--- config.mk ---
export PLATFORM = sky130hd
export DESIGN_NAME = mul_div_unit
export DESIGN_NICKNAME = d
export VERILOG_FILES = /design/src/rtl/mul_div_unit.sv
export SDC_FILE = /design/constraint.sdc
export NUM_CORES = 1
export LEC_CHECK = 0
export BUFFER_PORTS_ARGS = -buffer_cell sky130_fd_sc_hd__buf_2
export CAP_MARGIN = 20
export CORE_ASPECT_RATIO = 1.25
export CORE_MARGIN = 3
export CORE_UTILIZATION = 30
export CTS_BUF_LIST = sky130_fd_sc_hd__clkbuf_4 sky130_fd_sc_hd__clkbuf_8
export CTS_CLUSTER_DIAMETER = 150
export CTS_CLUSTER_SIZE = 28
export DETAILED_ROUTE_END_ITERATION = 8
export SYNTH_ARGS = -nofsm -noshare
export SYNTH_HDL_FRONTEND = slang
export SYNTH_SLANG_ARGS = --single-unit
--- constraint.sdc ---
create_clock -name clk -period 3.72 [get_ports clk]
set_clock_uncertainty 0.2 [all_clocks]
set_input_delay 0.186 -clock clk [delete_from_list [all_inputs] [get_ports clk]]
set_output_delay 0.186 -clock clk [all_outputs]
set_load 0.1 [all_outputs]
--- src/rtl/mul_div_unit.sv ---
// Iterative RV32M multiply/divide unit: one shift-add or restoring-division bit per cycle.
// Divide-by-zero and signed-overflow cases skip the iteration and complete in one cycle.
//
// state | meaning
// IDLE  | waiting for start; captures operands and tag
// CALC  | 32 iteration cycles, one product/quotient bit each
// FIX   | sign correction and result selection
// DONE  | done pulse; result and rd_out valid
module mul_div_unit #(
    parameter int XLEN = 32
) (
    input  logic            clk,
    input  logic            rst,
    input  logic            start,
    input  logic [2:0]      funct3,
    input  logic [XLEN-1:0] rs1_val,
    input  logic [XLEN-1:0] rs2_val,
    input  logic [4:0]      rd_in,
    input  logic            flush,
    output logic            busy,
    output logic            done,
    output logic [XLEN-1:0] result,
    output logic [4:0]      rd_out
);

    typedef enum logic [1:0] {IDLE, CALC, FIX, DONE} state_t;

    localparam logic [XLEN-1:0] MIN_NEG = {1'b1, {(XLEN-1){1'b0}}};

    state_t            state, state_nxt;
    logic [4:0]        cnt;
    logic [2:0]        op_q;
    logic [4:0]        rd_q;
    logic              neg_q;
    logic [XLEN-1:0]   opnd_q;
    logic [2*XLEN-1:0] acc;

    logic              is_div, a_signed, b_signed, a_neg, b_neg;
    logic [XLEN-1:0]   a_mag, b_mag;
    logic              div_zero, div_ovf, bypass, accept;
    logic [XLEN-1:0]   bypass_res;

    always_comb begin
        is_div   = funct3[2];
        a_signed = is_div ? ~funct3[0] : (funct3[1:0] != 2'b11);
        b_signed = is_div ? ~funct3[0] : ~funct3[1];
        a_neg    = a_signed & rs1_val[XLEN-1];
        b_neg    = b_signed & rs2_val[XLEN-1];
        a_mag    = a_neg ? -rs1_val : rs1_val;
        b_mag    = b_neg ? -rs2_val : rs2_val;
        div_zero = is_div && (rs2_val == '0);
        div_ovf  = is_div && !funct3[0] && (rs1_val == MIN_NEG) && (rs2_val == '1);
        bypass   = div_zero | div_ovf;
        if (div_zero) begin
            bypass_res = funct3[1] ? rs1_val : '1;
        end else begin
            bypass_res = funct3[1] ? '0 : MIN_NEG;
        end
        accept = (state == IDLE) && start && !flush;
    end

    always_ff @(posedge clk) begin
        if (rst) begin
            state <= IDLE;
        end else begin
            state <= state_nxt;
        end
    end

    always_comb begin
        state_nxt = state;
        unique case (state)
            IDLE: if (start) state_nxt = bypass ? DONE : CALC;
            CALC: if (cnt == 5'd31) state_nxt = FIX;
            FIX:  state_nxt = DONE;
            DONE: state_nxt = IDLE;
            default: state_nxt = IDLE;
        endcase
        if (flush) state_nxt = IDLE;
    end

    assign busy = (state == CALC) || (state == FIX);
    assign done = (state == DONE);

    // Multiply: add multiplicand into the high half when the low bit is set, then shift right.
    logic [XLEN:0]     mul_sum;
    logic [2*XLEN-1:0] mul_nxt;
    // Divide: shift dividend bit into the remainder, keep the difference if it did not borrow.
    logic [XLEN:0]     rem_sh, rem_diff;
    logic [2*XLEN-1:0] div_nxt;

    always_comb begin
        mul_sum  = {1'b0, acc[2*XLEN-1:XLEN]} + (acc[0] ? {1'b0, opnd_q} : '0);
        mul_nxt  = {mul_sum, acc[XLEN-1:1]};
        rem_sh   = acc[2*XLEN-1:XLEN-1];
        rem_diff = rem_sh - {1'b0, opnd_q};
        if (rem_diff[XLEN]) begin
            div_nxt = {rem_sh[XLEN-1:0], acc[XLEN-2:0], 1'b0};
        end else begin
            div_nxt = {rem_diff[XLEN-1:0], acc[XLEN-2:0], 1'b1};
        end
    end

    logic [2*XLEN-1:0] prod;
    logic [XLEN-1:0]   div_sel, fix_res;

    always_comb begin
        prod    = neg_q ? -acc : acc;
        div_sel = op_q[1] ? acc[2*XLEN-1:XLEN] : acc[XLEN-1:0];
        if (op_q[2]) begin
            fix_res = neg_q ? -div_sel : div_sel;
        end else if (op_q[1:0] == 2'b00) begin
            fix_res = prod[XLEN-1:0];
        end else begin
            fix_res = prod[2*XLEN-1:XLEN];
        end
    end

    always_ff @(posedge clk) begin
        if (rst) begin
            cnt    <= '0;
            op_q   <= '0;
            rd_q   <= '0;
            neg_q  <= 1'b0;
            opnd_q <= '0;
            acc    <= '0;
            result <= '0;
            rd_out <= '0;
        end else if (accept) begin
            cnt   <= '0;
            op_q  <= funct3;
            rd_q  <= rd_in;
            // Remainder takes the dividend's sign; product and quotient take the XOR.
            neg_q <= (funct3[2:1] == 2'b11) ? a_neg : (a_neg ^ b_neg);
            if (is_div) begin
                opnd_q <= b_mag;
                acc    <= {{XLEN{1'b0}}, a_mag};
            end else begin
                opnd_q <= a_mag;
                acc    <= {{XLEN{1'b0}}, b_mag};
            end
            if (bypass) begin
                result <= bypass_res;
                rd_out <= rd_in;
            end
        end else if (state == CALC) begin
            cnt <= cnt + 5'd1;
            acc <= op_q[2] ? div_nxt : mul_nxt;
        end else if (state == FIX && !flush) begin
            result <= fix_res;
            rd_out <= rd_q;
        end
    end

endmodule

==> out/qor.txt, run 1 <==
CTS tree -> built
Top cell by count, worst path -> buf_4
GRT overflow -> 0
Num CTS Buffers -> 17
Final ANT Viol Nets -> 0
Crit path buffers/inverters -> 4
cell area after synthesis -> 15650 um2
met1 Use GR -> 27.44%
slowest CP cell -> or4_1
Pwr Total -> 5.422 mW
grt peak-use layer -> met2
die area -> 54950 um2
Pre-antenna DRT Iters -> 7
Sequential cell area -> 2988 um2
overall routing resource usage -> 23.50%
Post-Syn Nets -> 2342
Place WS -> -0.1035 ns
Period minus WS final -> 3.627 ns
delay-heaviest family, CP -> simple AND/OR/NAND/NOR gates
ys async rst share -> 0%
Leakage -> 7.397 nW
Worst EP required -> 3.94 ns
root buf cell -> clkbuf_8
clock tree sinks -> 149
GR Util met3 -> 3.019%
max_slew headroom -> 46.95%
first-pass GRT wire length -> 99.91 mm
Cell variety after synth -> 83
Ys Warns -> 0
status -> finished clean
DRC Markers -> 0
NumNets Final -> 2508
r2r setup slk -> 0.13 ns
largest net degree at the start of global routing -> 61
final setup slack of the worst path -> 0.09334 ns
final core utilization -> 36.42%
CTS max path bufs -> 2
fmax -> 0.2757 GHz
Critical Path Sink Type -> register
initial antenna violation count -> 1
Post-CTS Setup Inserts -> 0
Worst Reg2Reg Path Length in Cells -> 10
height of the chip -> 261.3 um
Mapped Avg Cell Area -> 7.152 um2
met2 GRT Util -> 41.32%
WL final -> 66.34 mm
Avg WL per Cell -> 21.92 um
num ports -> 115
Arrival @ worst endpoint -> 3.85 ns
H-tree Lvls -> 4
Max VDD drop -> 0.2126 mV
# setup viols final -> 0
Port Buffers -> 114
Initial DRC Count -> 1349
commonest non-fill, non-tap cells in the layout -> 223 x nand2_1, 214 x nor2_1, 199 x a21oi_1
Max Cap Viol -> 0
CP Depth -> 13
vias in the first global route -> 17033
P per Cell Area -> 292.0 nW/um2
Clock Latency Late Sink -> 0.52 ns
Comb power frac -> 43.5%
Slew @ Worst Pin -> 0.7874 ns
hpwl dp -> 51.84 mm
Setup CP Type -> in -> reg
core area -> 50990 um2
commonest non-fill, non-tap cell in the layout -> nand2_1
Psw -> 2.336 mW
Synth Instances -> 2188
Crit Path Max Fanout -> 8
Synth Flop Type -> dfxtp_1
final hold slack -> 0.03949 ns
CP max stage delay -> 0.60 ns
Via density -> 5.766
#FFs+latches synth -> 149
Net Sw Frac -> 43.08%
sequential cell area fraction in the yosys report -> 19.06%
Fill cells -> 5384
area grow syn2layout -> 18.68%
Die Width -> 210.3 um
Clk pwr share -> 24.2%
Post-synth EDFFs -> 0
Placer Congestion -> 1.030
ratio of cells with drive above 1 in the final layout -> 15.08%
P_int -> 3.086 mW
HP Class -> in -> reg
crit share post-route -> 97.49%
Fin. Hold Viols -> 0
Clock transition at path regs -> 0.10 ns
sequential power share -> 32.3%
footprint of the multi-input gates -> 11740 um2
Slew Limit Fails -> 0
startpoint class of the critical path -> primary input
row count -> 92
starting density of the core -> 30.69%
crit-path cells -> dlygate4sd3_1, buf_2, or4_1, nor3b_1, nand4_1, nor4b_4, buf_4, nor3_1, nor2b_2, nor2_1, nand2_1, o31ai_1, buf_4
routed vias -> 17448
Hold Path Cell Cnt -> 3
[path summary, 6_finish.rpt]
check                                        startpoint                       to
worst min register to register  result[21]$_SDFFE_PP0P_  result[21]$_SDFFE_PP0P_
worst min-delay path                        rs1_val[21]  result[21]$_SDFFE_PP0P_
worst max register to register     op_q[1]$_SDFFE_PP0P_  result[23]$_SDFFE_PP0P_
worst max-delay path                        rs2_val[13]  result[20]$_SDFFE_PP0P_
[layer usage]
layer,routed length (um),up-vias
li1,-,8288
met1,26000,8226
met2,32430,754
met3,4182,180
met4,3716,0
met5,0,-
[flip-flops by register name, summed over array words and instances, names as in the netlist]
name / count
rd_out: 5
rd_q: 5
op_q: 3
result: 32
cnt: 5
neg_q: 1
opnd_q: 32
acc: 64
state: 2
[timing repair]
action                                  4_1_cts  5_1_grt
pin swaps                                     0        1
hold buffers                                 62        0
hold endpoints to repair                     73        0
resized for setup                             1       10
endpoints found under the setup margin        1       37
[layout make-up]
type / count / area share [%]
Multi-Input combinational cell: 1795 / 63.21
Sequential cell: 149 / 16.09
Clock buffer: 17 / 1.260
Antenna cell: 1 / 0.01348
Tap cell: 658 / 4.433
Timing Repair Buffer: 324 / 12.88
Inverter: 67 / 1.354
Clock inverter: 15 / 0.7546
[per-stage QoR]
stage	TNS (ns)	area, um2	instances
6_report	0	18570	3026
5_1_grt	-0.0002713	18570	3026
4_1_cts	0	18540	3025
3_5_place_dp	-0.5049	17540	2931
3_3_place_gp	-0.2238	17510	2930
2_1_floorplan	0	15650	2188
[tightest hold or removal path: cells and delay by family]
kind	cells	cell delay [ns]
AO/OA/AOI/OAI	1	0.26
AND/OR/NAND/NOR	1	0.11
buffers and inverters	1	0.17
[power groups by stage]
| stage | combinational, mW | clock, mW | sequential, mW |
|---|---|---|---|
| 4_1_cts | 2.32 | 1.34 | 1.75 |
| 6_report | 2.36 | 1.31 | 1.75 |
| 3_3_place_gp | 2.24 | 0 | 1.78 |
| 3_5_place_dp | 2.25 | 0 | 1.78 |
| 2_1_floorplan | 1.42 | 0 | 1.84 |
| 5_1_grt | 2.54 | 1.40 | 1.76 |
[cell usage after synthesis, types with 54 or more instances]
| master | count | area share, % |
|---|---|---|
| nor2_1 | 216 | 5.2 |
| xnor2_1 | 94 | 5.3 |
| nor3_1 | 54 | 1.7 |
| mux2i_1 | 89 | 5.7 |
| xor2_1 | 104 | 5.8 |
| o211ai_1 | 63 | 3.0 |
| clkbuf_1 | 134 | 3.2 |
| a21oi_1 | 202 | 6.5 |
| dfxtp_1 | 149 | 19 |
| nand2_1 | 223 | 5.3 |
| inv_1 | 66 | 1.6 |
| o21ai_0 | 150 | 4.8 |
| ha_1 | 76 | 6.1 |
[kinds of logic (layout without fill, tap and decap cells)]
logic type	count (synthesis)	after routing	synth area share, %
other	0	1	0
XOR/XNOR	198	198	11.08
AO/OA/AOI/OAI	702	702	28.76
buffers and inverters	244	423	6.173
AND/OR/NAND/NOR	719	719	22.25
flip-flops	149	149	19.06
multiplexers	98	98	6.341
adder cells (fa/ha/maj)	78	78	6.333
Power figures use the tool's default switching activity.
==> run 2: changes to the inputs <==
--- a/config.mk
+++ b/config.mk
@@ -5,6 +5,7 @@
 export SDC_FILE = /design/constraint.sdc
 export NUM_CORES = 1
 export LEC_CHECK = 0
+export ABC_AREA = 1
 export BUFFER_PORTS_ARGS = -buffer_cell sky130_fd_sc_hd__buf_2
 export CAP_MARGIN = 20
 export CORE_ASPECT_RATIO = 1.25
@@ -14,6 +15,7 @@
 export CTS_CLUSTER_DIAMETER = 150
 export CTS_CLUSTER_SIZE = 28
 export DETAILED_ROUTE_END_ITERATION = 8
+export SLEW_MARGIN = 10
 export SYNTH_ARGS = -nofsm -noshare
 export SYNTH_HDL_FRONTEND = slang
 export SYNTH_SLANG_ARGS = --single-unit
==> out/qor.txt, run 2 <==
status -> finished clean
Final Cell Area -> 20210 um2
die area -> 63000 um2
sequential power share -> 29.5%
HP Class -> in -> reg
R2R Path Start -> acc[31]$_SDFFE_PP0P_
Post-Syn Nets -> 3474
initial antenna violation count -> 0
Leakage -> 10.34 nW
Arrival @ worst endpoint -> 3.51 ns
# setup viols final -> 0
Place WS -> 0.2287 ns
cell area after synthesis -> 18000 um2
Pre-antenna DRT Iters -> 6
Via density -> 5.439
share of the synthesized area in the top cell type -> 21.89%
final hold slack -> 0.01377 ns
Clk pwr share -> 21.9%
fmax -> 0.3004 GHz
Port Buffers -> 114
Max VDD drop -> 0.2993 mV
Critical Path Sink Type -> register
Worst EP required -> 3.90 ns
routed vias -> 22806
Worst Reg2Reg Path Length in Cells -> 20
root buf cell -> clkbuf_8
CTS tree -> built
DRC Markers -> 0
Clock Latency Late Sink -> 0.53 ns
Die Width -> 225.1 um
Clock transition at path regs -> 0.11 ns
r2r setup slk -> 0.39 ns
Slew Limit Fails -> 0
sequential cell area fraction in the yosys report -> 16.57%
post-synth top area cell -> nand2_1
top-count cell post-synth -> nand2_1
footprint of the multi-input gates -> 12890 um2
Comb power frac -> 48.6%
Psw -> 3.126 mW
RSZ-0062 raised after global routing -> false
starting density of the core -> 30.60%
Fin. Hold Viols -> 0
GRT overflow -> 0
P per Cell Area -> 309.2 nW/um2
CP max stage delay -> 0.45 ns
biggest registers after layout -> acc: 64 flops, opnd_q: 32 flops, result: 32 flops
max reg flops -> 64
Setup CP Type -> reg -> reg
Cell variety after synth -> 57
vias in the first global route -> 21405
Placer Congestion -> 1.022
WL final -> 88.27 mm
startpoint class of the critical path -> register
Crit path buffers/inverters -> 3
num ports -> 115
commonest non-fill, non-tap cells in the layout -> 1050 x nand2_1, 414 x inv_1, 375 x nor2_1
Ys Warns -> 0
ANT cells -> 0
Final ANT Viol Nets -> 0
placed inst area -> 19460 um2
Worst R2R End -> acc[59]$_SDFFE_PP0P_
Synth Instances -> 3320
ratio of cells with drive above 1 in the final layout -> 8.003%
Fill cells -> 6763
Synth Flop Type -> dfxtp_1
Synth top cells by count -> 1050 x nand2_1, 414 x inv_1, 379 x nor2_1
Crit Path Max Fanout -> 32
Net Sw Frac -> 50.04%
crit share post-route -> 89.50%
max_slew headroom -> 32.85%
clock tree sinks -> 149
largest net degree at the start of global routing -> 68
Hold Path Cell Cnt -> 7
height of the chip -> 279.9 um
Num CTS Buffers -> 17
Slew @ Worst Pin -> 1.006 ns
synth top area cells -> nand2_1 22%, dfxtp_1 17%, inv_1 8.6%
final setup slack of the worst path -> 0.3906 ns
Post-synth EDFFs -> 0
core area -> 58840 um2
hpwl dp -> 72.58 mm
crit-path cells -> inv_1, ha_1, fa_1, inv_1, nand3_1, nand2_1, nand2_1, nand2_1, nand2_1, nand2_2, nand2_1, nand2_1, nand2_1, nand2_1, buf_4, nand2_1, nand2_1, nand2_1, nand2_1, a21oi_1
slowest CP cell -> fa_1
NumNets Final -> 3577
Avg WL per Cell -> 21.05 um
P_int -> 3.121 mW
Initial DRC Count -> 2359
Sequential cell area -> 2989 um2
H-tree Lvls -> 4
Top cell by count, worst path -> nand2_1
commonest non-fill, non-tap cell in the layout -> nand2_1
Max Cap Viol -> 0
area grow syn2layout -> 12.25%
overall routing resource usage -> 27.35%
delay-heaviest family, CP -> simple AND/OR/NAND/NOR gates
worst hold path startpoint -> rs2_val[11]
most flop-heavy register -> acc
Period minus WS final -> 3.329 ns
#FFs+latches synth -> 149
first-pass GRT wire length -> 130.8 mm
ys async rst share -> 0%
Hold Path End -> opnd_q[11]$_SDFFE_PP0P_
row count -> 99
Mapped Avg Cell Area -> 5.422 um2
setup TNS -> 0 ns
CTS max path bufs -> 2
[run 2: changes by cell type in the layout (fill, tap and decap cells not counted), moves of 32 or more]
cell,previous run,this run
nor2_1,214,375
o211ai_1,63,31
o21ai_0,149,202
xor2_1,104,66
inv_1,66,414
nand3_1,34,267
buf_4,140,57
nand2_1,223,1050
mux2i_1,89,5
xnor2_1,94,17
o31ai_1,38,3
[run 2: logic make-up after synthesis]
kind of cell	synth area share (%)
simple gates	42.74
compound gates	18.84
buf+inv	12.04
flops	16.57
xor+xnor	4.038
fa+ha+maj	5.505
mux	0.2780
[run 2: metal layers]
| layer | up-vias | wire [um] | track usage, % |
|---|---|---|---|
| met4 | 0 | 7432 | 19.53 |
| met3 | 294 | 6087 | 4.025 |
| met1 | 10426 | 32500 | 30.55 |
| li1 | 11005 | - | - |
| met5 | - | 0 | 0 |
| met2 | 1081 | 42250 | 47.49 |
[run 2: cell type report]
| cell class | instances | area share (%) |
|---|---|---|
| tap | 757 | 4.687 |
| sequential | 149 | 14.79 |
| multi-input combinational | 2618 | 63.81 |
| inverter | 433 | 8.062 |
| clock buffer | 18 | 1.226 |
| clock inverter | 14 | 0.7988 |
| timing repair buffer | 204 | 6.625 |
[run 2: how the worst max path moves through the flow]
stage                     slack, ns              endpoint             startpoint  cells after the start
final                          0.39  acc[59]$_SDFFE_PP0P_   acc[31]$_SDFFE_PP0P_                     20
after detailed placement       0.23  acc[21]$_SDFFE_PP0P_  state[1]$_SDFFE_PP0P_                     10
after floorplan                0.75  acc[53]$_SDFFE_PP0P_    acc[0]$_SDFFE_PP0P_                     21
after CTS                      0.21  acc[21]$_SDFFE_PP0P_  state[1]$_SDFFE_PP0P_                     10
after global routing           0.04  acc[47]$_SDFFE_PP0P_    acc[0]$_SDFFE_PP0P_                     20
after global placement         0.30  acc[21]$_SDFFE_PP0P_  state[1]$_SDFFE_PP0P_                     10
[run 2: worst register-to-register path, cell delays in order, from the launching register on]
cell and delay (ns):
dfxtp_1 0.39, inv_1 0.15, ha_1 0.25, fa_1 0.45, inv_1 0.13, nand3_1 0.07
nand2_1 0.13, nand2_1 0.06, nand2_1 0.12, nand2_1 0.08, nand2_2 0.10, nand2_1 0.11
nand2_1 0.10, nand2_1 0.05, nand2_1 0.07, buf_4 0.32, nand2_1 0.14, nand2_1 0.09
nand2_1 0.05, nand2_1 0.08, a21oi_1 0.06
[run 2: through the flow]
| stage | power [mW] | util, % | instances |
|---|---|---|---|
| global placement | 4.814 | 33.08 | 4129 |
| detailed placement | 4.806 | 33.08 | 4129 |
| finish | 6.248 | 34.34 | 4193 |
| CTS | 6.174 | 34.32 | 4193 |
| global route | 6.596 | 34.34 | 4193 |
| floorplan | 3.879 | - | 3320 |
[run 2: what timing repair did]
item                                    4_1_cts  5_1_grt
setup buffers                                 0        0
endpoints found under the setup margin        0       16
endpoints found under the hold margin        39        0
resized for setup                             0        3
hold buffers                                 32        0
[run 2: power by group through the flow]
stage	clock (mW)	combinational, mW	sequential (mW)
after CTS	1.36	2.98	1.83
final	1.37	3.04	1.84
after global placement	0	2.94	1.87
after detailed placement	0	2.94	1.87
after global routing	1.43	3.32	1.85
after floorplan	0	1.90	1.98
